===== config.mk =====
export PLATFORM = sky130hd
export DESIGN_NAME = drysponge_mix128
export DESIGN_NICKNAME = d
export VERILOG_FILES = /design/src/rtl/drysponge_mix128_pkg.sv /design/src/rtl/drysponge_mix128_core.sv /design/src/rtl/drysponge_mix128.sv
export SDC_FILE = /design/constraint.sdc
export NUM_CORES = 2
export LEC_CHECK = 0
export BUFFER_PORTS_ARGS = -buffer_cell sky130_fd_sc_hd__buf_2
export CAP_MARGIN = 10
export CORE_ASPECT_RATIO = 1.1
export CORE_UTILIZATION = 30
export CTS_CLUSTER_DIAMETER = 100
export CTS_CLUSTER_SIZE = 28
export DETAILED_ROUTE_END_ITERATION = 12
export HOLD_SLACK_MARGIN = 0.08
export PLACE_DENSITY = 0.46
export SLEW_MARGIN = 20
export SYNTH_ARGS = -nofsm -noshare
export SYNTH_HDL_FRONTEND = slang
export SYNTH_SLANG_ARGS = --single-unit

===== constraint.sdc =====
create_clock -name clk -period 4.5 [get_ports clk]
set_clock_uncertainty 0.05 [all_clocks]
set_input_delay 0.45 -clock clk [delete_from_list [all_inputs] [get_ports clk]]
set_output_delay 0.45 -clock clk [all_outputs]
set_load 0.01 [all_outputs]

===== src/rtl/drysponge_mix128_pkg.sv =====
// Shared types, sizes and the MixPhi helper for the DryGASCON capacity-mix stage.
package drysponge_pkg;

   localparam int unsigned CWIDTH_D  = 320;
   localparam int unsigned XWIDTH_D  = 128;
   localparam int unsigned IWIDTH_D  = 128;
   localparam int unsigned DSWIDTH_D = 4;

   localparam int unsigned CW       = CWIDTH_D / 64;
   localparam int unsigned XWORDS   = 4;
   localparam int unsigned CHUNKW   = 2 * CW;
   localparam int unsigned NCH      = 14;
   localparam int unsigned PADWIDTH = NCH * CHUNKW;

   typedef enum logic [2:0] {IDLE, LOAD, MIX, ROUND, DONE} mix_state_t;

   // Each 2-bit field of the chunk selects which X word is folded into the low half of C word k.
   function automatic logic [CWIDTH_D-1:0] mix_phi(input logic [CWIDTH_D-1:0] c,
                                                   input logic [XWIDTH_D-1:0] x,
                                                   input logic [CHUNKW-1:0]   chunk);
      logic [CWIDTH_D-1:0] r;
      logic [1:0]          idx;
      r = c;
      for (int unsigned k = 0; k < CW; k++) begin
         idx = chunk[2*k +: 2];
         r[64*k +: 32] = c[64*k +: 32] ^ x[32*idx +: 32];
      end
      return r;
   endfunction

endpackage


===== src/rtl/drysponge_mix128_core.sv =====
// Gascon core: ROUND_COUNT rounds over the 5-word capacity, one round per enabled cycle.
module Gascon_Core_Round
   import drysponge_pkg::*;
#(
   parameter int unsigned ROUND_COUNT = 1
) (
   input  logic                clk,
   input  logic                rst,
   input  logic                en,
   input  logic                round,
   input  logic [CWIDTH_D-1:0] din,
   output logic [CWIDTH_D-1:0] dout,
   output logic                done
);

   logic [CWIDTH_D-1:0] st;
   logic [3:0]          cnt;

   function automatic logic [63:0] rotr(input logic [63:0] v, input int unsigned n);
      return (v >> n) | (v << (64 - n));
   endfunction

   function automatic logic [CWIDTH_D-1:0] gasconRound(input logic [CWIDTH_D-1:0] s,
                                                       input logic [3:0]          rc);
      logic [63:0] x0, x1, x2, x3, x4, t0, t1, t2, t3, t4;
      x0 = s[63:0];    x1 = s[127:64];  x2 = s[191:128];
      x3 = s[255:192]; x4 = s[319:256];
      x2 = x2 ^ {56'b0, ~rc, rc};
      x0 = x0 ^ x4; x4 = x4 ^ x3; x2 = x2 ^ x1;
      t0 = ~x0 & x1; t1 = ~x1 & x2; t2 = ~x2 & x3; t3 = ~x3 & x4; t4 = ~x4 & x0;
      x0 = x0 ^ t1; x1 = x1 ^ t2; x2 = x2 ^ t3; x3 = x3 ^ t4; x4 = x4 ^ t0;
      x1 = x1 ^ x0; x0 = x0 ^ x4; x3 = x3 ^ x2; x2 = ~x2;
      x0 = x0 ^ rotr(x0, 19) ^ rotr(x0, 28);
      x1 = x1 ^ rotr(x1, 61) ^ rotr(x1, 38);
      x2 = x2 ^ rotr(x2, 1)  ^ rotr(x2, 6);
      x3 = x3 ^ rotr(x3, 10) ^ rotr(x3, 17);
      x4 = x4 ^ rotr(x4, 7)  ^ rotr(x4, 40);
      return {x4, x3, x2, x1, x0};
   endfunction

   always_ff @(posedge clk) begin
      if (rst) begin
         st   <= '0;
         cnt  <= '0;
         done <= 1'b0;
      end else if (en && !done) begin
         st  <= gasconRound((cnt == 4'd0) ? din : st, {3'b0, round} + cnt);
         cnt <= cnt + 4'd1;
         if (cnt == 4'(ROUND_COUNT - 1)) done <= 1'b1;
      end
   end

   assign dout = st;

endmodule


===== src/rtl/drysponge_mix128.sv =====
// DryGASCON capacity mix: folds a 128-bit block plus domain separator into C over 14 MixPhi+round steps.
module drysponge_mix128
   import drysponge_pkg::*;
#(
   parameter int unsigned CWIDTH  = 320,
   parameter int unsigned XWIDTH  = 128,
   parameter int unsigned IWIDTH  = 128,
   parameter int unsigned DSWIDTH = 4
) (
   input  logic               clk,
   input  logic               reset,
   input  logic               start,
   input  logic [CWIDTH-1:0]  c_in,
   input  logic [XWIDTH-1:0]  x_in,
   input  logic [IWIDTH-1:0]  i_in,
   input  logic [DSWIDTH-1:0] ds,
   output logic [CWIDTH-1:0]  c_out,
   output logic               busy,
   output logic               done
);

   mix_state_t            state, nextState;
   logic [CWIDTH-1:0]     cReg;
   logic [XWIDTH-1:0]     xReg;
   logic [PADWIDTH-1:0]   pReg;
   logic [3:0]            j;
   logic [CWIDTH-1:0]     coreOut;
   logic                  coreDone;
   logic                  coreRst;
   logic                  coreEn;

   always_ff @(posedge clk) begin
      if (!reset) state <= IDLE;
      else        state <= nextState;
   end

   always_comb begin
      nextState = state;
      case (state)
         IDLE, DONE: if (start) nextState = LOAD;
         LOAD:       nextState = MIX;
         MIX:        nextState = ROUND;
         ROUND:      if (coreDone) nextState = (j == 4'(NCH - 1)) ? DONE : MIX;
         default:    nextState = IDLE;
      endcase
   end

   always_ff @(posedge clk) begin
      if (!reset) begin
         cReg <= '0;
         xReg <= '0;
         pReg <= '0;
         j    <= '0;
      end else begin
         case (state)
            LOAD: begin
               cReg <= c_in;
               xReg <= x_in;
               pReg <= {{(PADWIDTH - DSWIDTH - IWIDTH){1'b0}}, ds, i_in};
               j    <= '0;
            end
            MIX:   cReg <= mix_phi(cReg, xReg, pReg[CHUNKW*j +: CHUNKW]);
            ROUND: if (coreDone) begin
               cReg <= coreOut;
               j    <= j + 4'd1;
            end
            default: ;
         endcase
      end
   end

   // Core restarts on every MIX so each chunk gets exactly one fresh round from the new C.
   assign coreRst = !reset | (state == MIX) | (state == LOAD);
   assign coreEn  = (state == ROUND);

   Gascon_Core_Round #(.ROUND_COUNT(1)) uCore (
      .clk   (clk),
      .rst   (coreRst),
      .en    (coreEn),
      .round (1'b0),
      .din   (cReg),
      .dout  (coreOut),
      .done  (coreDone)
   );

   assign c_out = cReg;
   assign busy  = (state == LOAD) || (state == MIX) || (state == ROUND);
   assign done  = (state == DONE);

endmodule

==> flow_metrics.tcl <==
set metrics [dict create \
    critPathKind "flip-flop to flip-flop" \
    numCtsBuffers 59 \
    grt_usage_pct 33.1 \
    crit_fanout 25 \
    post_drt_via_cell_ratio 5.69 \
    slew_violations 0 \
    avgSynthCellArea_um2 8.06 \
    holdCritPathClass "primary input to flip-flop" \
    period_minus_slack_ns 4.48 \
    tritoncts "done" \
    drt_iter0_drc 8672 \
    final_common_cell "nand2_1" \
    rows 183 \
    die_w_um 458 \
    wl_per_cell_um 31.3 \
    r2r_cells 12 \
    status "complete, no violations" \
    ios 905 \
    end_kind "flip-flop" \
    routed_wl_mm 397 \
    cp_slowest_cell "xnor2_1" \
    p_leak_nw 34.3 \
    setup_viol 0 \
    ys_types 89 \
    io_buffer_count 904 \
    worstSetupStartpointType "flip-flop" \
    firstDrtPassIters 5 \
    die_h_um 504 \
    ys_warn_count 0 \
    grt_pass1_vias 67275 \
    gp_congestion 1.05 \
    antenna_found_initial 24 \
    seq_area_frac_synth_pct 26.6 \
    nNetsFinal 10376 \
    clk_latency_ns 0.81 \
    synthArstFlopShare_pct 0 \
    final_cell_mix "nand2_1, dfxtp_1, buf_2, xnor2_1, nand3_1" \
    r2r-start "uCore.cnt[0]" \
    grt_start_max_net_pins 176 \
    dp_worst_setup_slack_ns 0.0965 \
    area_delta_synth_final_pct 23.1 \
    max_freq_mhz 223 \
    drive_gt1_share_pct 17.4 \
    cts.sinks 912 \
    clock_path_buffers 3 \
    slowest_delay_ns 0.83 \
    worst_r2r_endpoint "uCore.dout[44]" \
    dp_hpwl_mm 318 \
    peakVddDrop_mv 0.427 \
    synthCells 8518 \
    start_util_pct 30.3 \
    synth-edff-count 0 \
    vias 72083 \
    min_period_over_period_pct 99.5 \
    hold_viol 0 \
    ys_seq_elements 912 \
    coreArea_um2 227000 \
    p_per_area_nw_per_um2 664 \
    cts_root_buffer "clkbuf_16" \
    post_cts_buffers 0 \
    worst_path_most_repeated_cell "xnor2_1" \
    crit_start "uCore.cnt[0]" \
    grt_overflow_total 0 \
    die-area_um2 231000 \
    ctsHtreeMaxLevel 2 \
    post-route-drc-count 0 \
    syn-cell-area_um2 68600 \
    critPathCapture "uCore.dout[44]" \
    grt_pass1_wl_mm 542 \
    max_slew.worst_pin.slew_ns 1.26 \
    arrival_ns 5.03 \
    clk_pin_slew_ns 0.11 \
    setup_slack_ns 0.0219 \
    rrSetupSlack_ns 0.02 \
    max-slew-margin-rel_pct 15.7 \
    drtAntennaViolNets 0 \
    crit_required_ns 5.06 \
    rsz0062_at_grt "false" \
    syn_nets 9233 \
    total_power_mw 56.1 \
    synth_ff_type "dfxtp_1" \
    timing.max_cap.violations 0 \
    worstPathCellList "inv_1, ha_1, nor3b_4, buf_12, buf_4, mux2i_1, ha_1, xnor2_1, xnor2_1, xnor2_1, xnor2_1, o21ai_0" \
    hp-start "c_in[306]" \
]
[per-layer routing]
layer  vias up  part of all wire (%)  GRT usage, %
li1      32390                     -             -
met1     35380                    45          47.4
met2      3797                    40          47.6
met3       506                   9.0          5.94
met4        10                   5.2          15.1
met5         -                 0.014             0
[cell usage after synthesis, types with 17 or more instances]
library cell / count / area share [%]
mux2i_1: 445 / 6.5
a21oi_1: 410 / 3.0
o21bai_1: 22 / 0.24
or4b_2: 31 / 0.45
nor3_1: 100 / 0.73
o311ai_0: 53 / 0.68
o22a_1: 28 / 0.36
clkbuf_1: 484 / 2.6
nand3b_1: 73 / 0.80
nand3_1: 490 / 3.6
or3_1: 52 / 0.47
inv_1: 79 / 0.43
a21boi_0: 271 / 3.0
buf_4: 17 / 0.19
xnor2_1: 710 / 9.1
buf_2: 86 / 0.63
o21ai_0: 339 / 2.5
a211o_1: 41 / 0.52
ha_1: 132 / 2.4
xnor3_1: 72 / 2.4
and2_1: 36 / 0.33
o21ai_1: 25 / 0.18
o22ai_1: 21 / 0.19
maj3_1: 25 / 0.36
nand4_1: 35 / 0.32
and3_1: 33 / 0.30
buf_1: 35 / 0.19
buf_6: 20 / 0.33
mux2_2: 91 / 1.5
mux4_2: 22 / 0.72
a21o_1: 81 / 0.89
nand2_1: 1528 / 8.4
o21a_1: 21 / 0.23
o221ai_1: 33 / 0.42
nor2_1: 356 / 1.9
o211a_1: 166 / 2.4
o211ai_1: 240 / 2.6
a211oi_1: 149 / 1.6
nor2b_1: 54 / 0.49
dfxtp_1: 912 / 27
a22o_1: 33 / 0.42
xnor2_2: 31 / 0.73
xor2_1: 266 / 3.4
a221oi_1: 43 / 0.55
nand2b_1: 124 / 1.1
[through the flow]
step,hold WS [ns],cell area [um2],TNS [ns],std cells,util [%]
global placement,0.400,77700,-0.297,12119,34.3
detailed placement,0.407,77800,0,12119,34.3
floorplan,0.390,68600,0,8518,-
finish,0.121,84500,0,12671,37.3
global route,0.116,84500,0,12670,37.3
CTS,0.0815,84500,0,12669,37.3
[worst max-delay path: cells and delay by family (launching register included)]
family                     cells  cell delay, ns
xor gates and xnor gates       4            1.43
buffers and inverters          3            0.59
and+or+nand+nor                1            0.61
AOI/OAI and AO/OA              1            0.48
adders and majority gates      2            0.48
muxes                          1            0.32
DFF                            1            0.32
[what timing repair did]
item                                    4_1_cts  5_1_grt
hold buffers                                441        0
gates resized for setup                       0        2
endpoints found under the setup margin        0        3
endpoints found under the hold margin       436        0
[power by group]
group,switching (mW),internal [mW]
combinational,21.9,15.3
clock,4.21,2.90
sequential,2.70,9.08
total,28.8,27.3
[state kept, by name, indices dropped and copies added (netlist names)]
signal,flops
xReg,128
state,3
c_out,320
uCore.cnt,4
pReg,132
uCore.done,1
uCore.dout,320
j,4
[how the worst min path moves through the flow]
stage                 end  slack, ns  cells past startpoint
2_1_floorplan   pReg[113]       0.39                      2
3_3_place_gp     pReg[16]       0.40                      2
3_5_place_dp     pReg[16]       0.41                      2
4_1_cts        c_out[212]       0.08                      5
5_1_grt        c_out[306]       0.12                      4
6_report       c_out[306]       0.12                      4
[layout make-up]
type,count,area [um2]
Tap cell,2960,3700
Sequential cell,912,18300
Multi-Input combinational cell,6882,47600
Timing Repair Buffer,1725,12300
Clock buffer,63,1520
Inverter,81,304
Antenna cell,2,5.00
Clock inverter,46,801
Fill cell,23477,142000
[logic make-up after synthesis]
kind of cell               count (synthesis)  share of synthesized area (%)
DFF                                      912                           26.6
xor gates and xnor gates                1104                           16.3
buffers and inverters                    724                           4.43
AOI/OAI and AO/OA                       2081                           21.2
muxes                                    570                           9.05
and+or+nand+nor                         2963                           19.5
adders and majority gates                164                           2.89
No activity file was read; power rests on OpenSTA's default activity.
